`config.mk`:
```
export PLATFORM = sky130hd
export DESIGN_NAME = cal_op_sequencer
export DESIGN_NICKNAME = d
export VERILOG_FILES = /design/src/rtl/cal_op_sequencer.sv
export SDC_FILE = /design/constraint.sdc
export NUM_CORES = 1
export LEC_CHECK = 0
export BUFFER_PORTS_ARGS = -buffer_cell sky130_fd_sc_hd__buf_4
export CORE_ASPECT_RATIO = 0.5
export CORE_MARGIN = 2
export CORE_UTILIZATION = 30
export CTS_CLUSTER_DIAMETER = 100
export CTS_CLUSTER_SIZE = 30
export DETAILED_ROUTE_END_ITERATION = 12
export GPL_TIMING_DRIVEN = 0
export PLACE_DENSITY = 0.48
export SKIP_LAST_GASP = 1
export SLEW_MARGIN = 20
export SYNTH_ARGS = -nofsm -noshare
export SYNTH_HDL_FRONTEND = slang
export SYNTH_SLANG_ARGS = --single-unit
```
`constraint.sdc`:
```
create_clock -name clk -period 3.7 [get_ports clk]
set_input_delay 0.37 -clock clk [delete_from_list [all_inputs] [get_ports clk]]
set_output_delay 0.37 -clock clk [all_outputs]
set_load 0.1 [all_outputs]
```
`src/rtl/cal_op_sequencer.sv`:
```
// Two-requester round-robin sequencer for the calculator accumulator: load, add,
// shift-add multiply and restoring square root. Define CAL_OP_SEQUENCER_SAT_EN for saturating add/mul.
module cal_op_sequencer #(
  parameter int DATA_W = 8,
  parameter int OPND_W = 4
) (
  input  logic              clk,
  input  logic              rst,
  input  logic              req0,
  input  logic [1:0]        op0,
  input  logic [OPND_W-1:0] opnd0,
  output logic              ack0,
  input  logic              req1,
  input  logic [1:0]        op1,
  input  logic [OPND_W-1:0] opnd1,
  output logic              ack1,
  output logic [DATA_W-1:0] acc,
  output logic              busy,
  output logic              grant_id,
  output logic              ovf
);

  localparam int HALF_W = DATA_W / 2;
  localparam int PROD_W = DATA_W + OPND_W;
  localparam int KMAX   = (OPND_W > HALF_W) ? OPND_W : HALF_W;
  localparam int CNT_W  = $clog2(KMAX) + 1;
  localparam logic [CNT_W-1:0] MUL_LAST  = CNT_W'(OPND_W - 1);
  localparam logic [CNT_W-1:0] SQRT_LAST = CNT_W'(HALF_W - 1);

`ifdef CAL_OP_SEQUENCER_SAT_EN
  localparam bit SatEn = 1'b1;
`else
  localparam bit SatEn = 1'b0;
`endif

  typedef enum logic [1:0] {OP_LOAD = 2'd0, OP_SQRT = 2'd1, OP_MUL = 2'd2, OP_ADD = 2'd3} op_t;
  typedef enum logic [1:0] {IDLE, EXEC, DONE} state_t;

  state_t              state, state_nxt;
  op_t                 op_q;
  logic [OPND_W-1:0]   opnd_q;
  logic [CNT_W-1:0]    cnt;
  logic                rr_ptr;
  logic                ovf_q;

  logic [PROD_W-1:0]   mcand, prod, prod_nxt;
  logic [OPND_W-1:0]   mplier;
  logic [DATA_W-1:0]   rad;
  logic [HALF_W:0]     rem, rem_nxt;
  logic [HALF_W-1:0]   root, root_nxt;
  logic [HALF_W+2:0]   rem_sh, trial;
  logic [DATA_W-1:0]   opnd_ext;
  logic [DATA_W:0]     sum;

  logic                grant_vld, grant_sel;
  logic [1:0]          op_sel;
  logic [OPND_W-1:0]   opnd_sel;
  logic                exec_last, over;
  logic [DATA_W-1:0]   result;

  // When both request, the pointer decides; otherwise the lone requester wins.
  assign grant_vld = req0 | req1;
  assign grant_sel = (req0 && req1) ? rr_ptr : req1;
  assign op_sel    = grant_sel ? op1 : op0;
  assign opnd_sel  = grant_sel ? opnd1 : opnd0;

  assign ovf = ovf_q;

  // NOTE: every signal driven here gets a default first, so no path leaves one
  // unassigned and no latch is inferred.
  always_comb begin
    prod_nxt = mplier[0] ? prod + mcand : prod;

    // One restoring-sqrt step: bring down two radicand bits, try subtracting 4*root+1.
    rem_sh   = {rem, rad[DATA_W-1 -: 2]};
    trial    = rem_sh - {1'b0, root, 2'b01};
    rem_nxt  = rem_sh[HALF_W:0];
    root_nxt = {root[HALF_W-2:0], 1'b0};
    if (!trial[HALF_W+2]) begin
      rem_nxt  = trial[HALF_W:0];
      root_nxt = {root[HALF_W-2:0], 1'b1};
    end

    opnd_ext = DATA_W'(opnd_q);
    sum      = {1'b0, acc} + {1'b0, opnd_ext};

    result    = opnd_ext;
    over      = 1'b0;
    exec_last = 1'b1;
    case (op_q)
      OP_LOAD: result = opnd_ext;
      OP_SQRT: begin
        result    = DATA_W'(root_nxt);
        exec_last = (cnt == SQRT_LAST);
      end
      OP_MUL: begin
        result    = prod_nxt[DATA_W-1:0];
        over      = |prod_nxt[PROD_W-1:DATA_W];
        exec_last = (cnt == MUL_LAST);
      end
      OP_ADD: begin
        result = sum[DATA_W-1:0];
        over   = sum[DATA_W];
      end
      default: ;
    endcase
    if (SatEn && over) result = '1;
  end

  always_comb begin
    state_nxt = state;
    busy      = 1'b1;
    ack0      = 1'b0;
    ack1      = 1'b0;
    case (state)
      IDLE: begin
        busy = 1'b0;
        if (grant_vld) state_nxt = EXEC;
      end
      EXEC: if (exec_last) state_nxt = DONE;
      DONE: begin
        ack0      = ~grant_id;
        ack1      = grant_id;
        state_nxt = IDLE;
      end
      default: state_nxt = IDLE;
    endcase
  end

  // NOTE: sequential state uses non-blocking assignments so every register
  // samples pre-edge values regardless of statement order.
  always_ff @(posedge clk) begin
    if (rst) state <= IDLE;
    else     state <= state_nxt;
  end

  always_ff @(posedge clk) begin
    if (rst) begin
      acc      <= '0;
      grant_id <= 1'b0;
      rr_ptr   <= 1'b0;
      ovf_q    <= 1'b0;
      op_q     <= OP_LOAD;
      opnd_q   <= '0;
      cnt      <= '0;
      mcand    <= '0;
      mplier   <= '0;
      prod     <= '0;
      rad      <= '0;
      rem      <= '0;
      root     <= '0;
    end else begin
      case (state)
        IDLE: if (grant_vld) begin
          op_q     <= op_t'(op_sel);
          opnd_q   <= opnd_sel;
          cnt      <= '0;
          mcand    <= PROD_W'(acc);
          mplier   <= opnd_sel;
          prod     <= '0;
          rad      <= acc;
          rem      <= '0;
          root     <= '0;
          grant_id <= grant_sel;
          rr_ptr   <= ~grant_sel;
        end
        EXEC: begin
          cnt    <= cnt + 1'b1;
          prod   <= prod_nxt;
          mcand  <= {mcand[PROD_W-2:0], 1'b0};
          mplier <= {1'b0, mplier[OPND_W-1:1]};
          rem    <= rem_nxt;
          root   <= root_nxt;
          rad    <= {rad[DATA_W-3:0], 2'b00};
          if (exec_last) begin
            acc   <= result;
            ovf_q <= ovf_q | (SatEn & over);
          end
        end
        default: ;
      endcase
    end
  end

endmodule

```
* Word-level counts from Yosys, hierarchy flattened
Cells that the tools add are included.
** Storage, ports and cells
- Flip-flop bits (word level) :: 66
- Input bits :: 16
- Logic and storage cells :: 68
** Operators by class
- $add $sub $neg :: 4
- Eq/ne operators :: 9
- Mux-type cells :: 28
- Bitwise gates (word level) :: 3
- Reduce and logical (&&, ||, !) cells :: 10
** Operator list (number)
- case mux 12 bit (2 select lines) :: 2
- two-way mux 12 bit :: 3
- case mux 8 bit (4 select lines) :: 1
- case mux 4 bit (2 select lines) :: 2
- case mux 8 bit (2 select lines) :: 1
- adder 12 bit :: 1
- two-way mux 4 bit :: 3
- two-way mux 5 bit :: 2
- case mux 5 bit (2 select lines) :: 1
- adder 8 x 4 -> 8 bit :: 1
- two-way mux 8 bit :: 1
- AND reduction 2 bit :: 4
- subtractor 7 x 6 -> 7 bit :: 1
- == test 2 bit, second input constant :: 3
- two-way mux 1 bit :: 6
- two-way mux 2 bit :: 3
- inequality test 2 bit, second input constant :: 3
- case mux 3 bit (2 select lines) :: 1
- == test 2 x 1 -> 1 bit, second input constant :: 2
- zero test 2 bit :: 2
- case mux 2 bit (2 select lines) :: 1
- adder 3 x 1 -> 3 bit, second input constant :: 1
- == test 3 x 2 -> 1 bit, second input constant :: 1
- two-way mux 3 bit :: 1
- 6 further kinds :: 7

* Logic depth before layout (Yosys ltp)
- Depth after elaboration :: 5
- Mapped depth :: 9
- Depth with buffers taken out :: 9

* Worst setup path after synthesis
Ideal clock, no wire load.
- Path type :: reg2out
- Start point :: register grant_id
- End point :: output ack0
- Arrival time :: 3.011 ns
- Setup slack :: 0.319 ns
- Stages on the path, launching flop included :: 2
- Path buffers :: 0
- Cells stage by stage :: dfxtp_1 -> nor3b_1
** On the way
- Longest elaborated chain between the ends :: 2
** RTL lines
- start: declaration :: RTL line 19 : output logic grant_id,
- start signal: assignment :: RTL line 164 : grant_id <= grant_sel;
- NOT 1 bit :: RTL line 122 : ack0 = ~grant_id;
- two-way mux 1 bit :: RTL line 115 : case (state)
- end: declaration :: RTL line 12 : output logic ack0,
No other way between the ends.

* Final worst setup path
- Start point :: register mcand[0]
- End point :: register acc[6]
** On the way
- Longest elaborated chain between the ends :: 3
** RTL lines
- start: declaration :: RTL line 46 : logic [PROD_W-1:0] mcand, prod, prod_nxt;
- start signal: assignment :: RTL line 158 : mcand <= PROD_W'(acc);
- start signal: assignment :: RTL line 170 : mcand <= {mcand[PROD_W-2:0], 1'b0};
- adder 12 bit :: RTL line 72 : prod_nxt = mplier[0] ? prod + mcand : prod;
- two-way mux 12 bit :: RTL line 72
- case mux 8 bit (4 select lines) :: RTL line 90 : case (op_q)
- end signal: assignment :: RTL line 176 : acc <= result;
- end: declaration :: RTL line 17 : output logic [DATA_W-1:0] acc,
No other way between the ends. The select of a mux whose other input is x is not followed.
A chain may end at the register's enable or synchronous reset.

==> impl_results.md <==
* CTS root buf: clkbuf_16
* Internal at around 1.2 mW
* WL per Instance at 16.2 um
* Leading cell type in the layout, fill and taps excluded: nand2_1
* Cell family with most CP delay: compound AO/OA/AOI/OAI gates
* Area growth from synthesis to layout at 20.0%
* Placement row count at 26
* Final hold violations at 0
* Data arrival, critical path at 2680 ps
* Hpwl dp at 7100 um
* CP Cell Sequence: ha_1 -> inv_1 -> fa_1 -> nor2b_1 -> o21ai_1 -> a21oi_1 -> mux2_1 -> o41ai_1 -> a21boi_1
* Dominant cell type by area after synthesis: dfxtp_1
* VDD IR max at 0.000216 V
* Final slew viol count at 0
* Initial antenna violation count at 0
* RSZ-0062 raised after global routing: false
* HP Class: in -> reg
* Initial Util at between 30% and 40%
* Total CTS buffers at 9
* Synth async-reset ratio at 0%
* Deepest clock path buffer count at 2
* Post-CTS Setup Inserts at 0
* Max FO, Critical Path at 3
* Cell Area, Synth at 3260 sq um
* Area share of the largest cell type after synthesis at 35.0%
* Aggregate global-route resource usage at 17.5%
* Number of global-route vias before repair at roughly 2900
* Core area at around 10000 sq um
* Synth top area cells: dfxtp_1, ha_1, nand2_1
* Antenna Violating Nets Remaining at 0
* CTS tree: done
* MaxCap Viol Count at 0
* Post-route DRC at 0
* Top FF cell, synth: dfxtp_1
* Hold_ws at a little over 400 ps
* First-pass GRT wire length at approximately 15000 um
* Crit share post-route at roughly 67%
* Critical Path RT at about 3900 ps
* Most frequent cells in the layout: nand2_1, dfxtp_1, nor2_1
* Syn Area/Cell at slightly above 8 sq um
* Total grt overflow at 0
* Critical path class: reg -> reg
* Slew headroom at about 55%
* Largest net degree at the start of global routing at 11
* Unique masters post-synth at 57
* Leak at between 1.5 and 2 nW
* Overall die area at around 12000 sq um
* Worst Path Buf+Inv at 1
* Setup TNS Final at 0 ps
* Net count, final at ~480
* Worst-skew pair later-pin latency at 330 ps
* Horiz. Die Dim at 152 um
* Post-Synthesis Cells at 405
* Buffers on Ports at 26
* CTS resizes at 0
* Clock skew at around 5.8 ps
* Tightest Pin Transition at roughly 670 ps
* Hold_buf cts at 0
* Ys Warns at 0
* Power density cells at roughly 470 nW/um^2
* Combinational Power Share at approximately a fifth
* Final setup vio count at 0
* Detailed-route vias per instance at around 5.0
* Sequential area share after synthesis at about a third
* Switching Share at approximately a third
* Routability cong. at roughly 0.86
* EDFF count, synth at 0
* Status: complete, no violations
* Sw Pwr at 578 uW
* Antenna cells at 0
* Final wirelength at 9490 um
* Clock network fraction of design power at 43.0%
* Die H at between 70 and 80 um
* Min cycle time layout at ~2500 ps
* CP Capture Type: flop
* Fraction of layout cells with a size suffix above 1 at roughly 13%
* CTS sink cnt at 57
* Slowest stage delay, CP at approximately 400 ps
* Peak Freq at approximately 400 MHz
* Yosys reg bits at 57
* Via count at between 2000 and 3000
* Worst-path clk slew at ~50 ps
* Critical path's slowest cell: fa_1
* CTS H-tree depth at 3
* Synthesized net count at 445
* Number of I/O pins at 29
* Iter 0 DRT Violations at about 190
* First-pass DRT Iterations at 5
* Reg power frac at 36.8%
* CP Launch Type: flop
power groups by stage:
stage | Clock, mW | Sequential (mW) | Combinational [mW]
6_report | 0.784 | 0.671 | 0.367
5_1_grt | 0.830 | 0.674 | 0.401
4_1_cts | 0.800 | 0.670 | 0.367
3_5_place_dp | 0 | 0.683 | 0.366
3_3_place_gp | 0 | 0.683 | 0.367
2_1_floorplan | 0 | 0.703 | 0.227
cell type report:
class / count / area, sq um
plain buffers: 20 / 83.8
clock buffers: 12 / 267
clock inverters: 3 / 15.0
fillers: 1104 / 6490
inverters: 23 / 86.3
multi-input cells: 305 / 1950
flip-flops and latches: 57 / 1140
well taps: 140 / 175
repair buffers: 26 / 195
worst register-to-register path, cell delays in order, from the launching register on:
cell	delay [ps]
dfxtp_1	380
ha_1	190
inv_1	50
fa_1	400
nor2b_1	130
o21ai_1	90
a21oi_1	280
mux2_1	360
o41ai_1	360
a21boi_1	120
metrics by stage:
| stage | setup WS (ps) | util, % | total power [mW] | area, sq um | std cells |
|---|---|---|---|---|---|
| 2_1_floorplan | 319 | - | 0.930 | 3260 | 405 |
| 3_3_place_gp | 1250 | 34.9 | 1.05 | 3630 | 571 |
| 3_5_place_dp | 1260 | 34.9 | 1.05 | 3630 | 571 |
| 4_1_cts | 1240 | 37.6 | 1.84 | 3920 | 586 |
| 5_1_grt | 1090 | 37.6 | 1.91 | 3920 | 586 |
| 6_report | 1230 | 37.6 | 1.82 | 3920 | 586 |
cells in the mapped netlist (all sizes together) (2+ instances only):
cell	number
nand2	59
dfxtp	57
nor2	43
a21oi	33
inv	23
ha	22
o21ai	20
a31oi	17
clkbuf	13
nand3	12
mux2i	11
nor3b	8
buf	7
nor2b	7
xnor2	7
mux2	6
a21o	4
a221oi	4
nand2b	4
nor3	4
o21a	4
a22oi	3
nand3b	3
xor2	3
a211oi	2
a21boi	2
a222oi	2
fa	2
nor4b	2
o211ai	2
o21bai	2
o41ai	2
or2	2
layer usage:
| metal | part of all wire [%] | track usage, % |
|---|---|---|
| met5 | 0 | 0 |
| met3 | 5.3 | 3.88 |
| met4 | 1.1 | 6.48 |
| met2 | 41 | 24.4 |
| met1 | 53 | 26.1 |
path summary, 6_finish.rpt:
path / slack, ps / end / from / cells after the start
worst max-delay path: 1230 / acc[6]$_SDFFE_PP0P_ / mcand[0]$_SDFFE_PP0P_ / 9
worst min-delay path: 410 / op_q[1]$_SDFFE_PP0P_ / op1[1] / 3
worst max register to register: 1230 / acc[6]$_SDFFE_PP0P_ / mcand[0]$_SDFFE_PP0P_ / 9
worst min register to register: 460 / rad[1]$_SDFFE_PP0P_ / rad[1]$_SDFFE_PP0P_ / 2
flip-flops by register name (all words and copies together) (netlist names), 2 cells and up:
name,flops
rad,7
op_q,2
mcand,8
cnt,3
mplier,4
state,2
rem,5
acc,8
root,4
opnd_q,4
prod,8
cell families after synthesis:
group / after synthesis / share of synthesized area [%]
xor gates and xnor gates: 10 / 2.68
adders and majority gates: 24 / 9.66
muxes: 17 / 5.56
AOI/OAI and AO/OA: 103 / 20.0
DFF: 57 / 35.0
buffers and inverters: 43 / 5.21
and+or+nand+nor: 150 / 21.8
other: 1 / 0.115
Note: power is estimated with default switching activity, not from simulation.
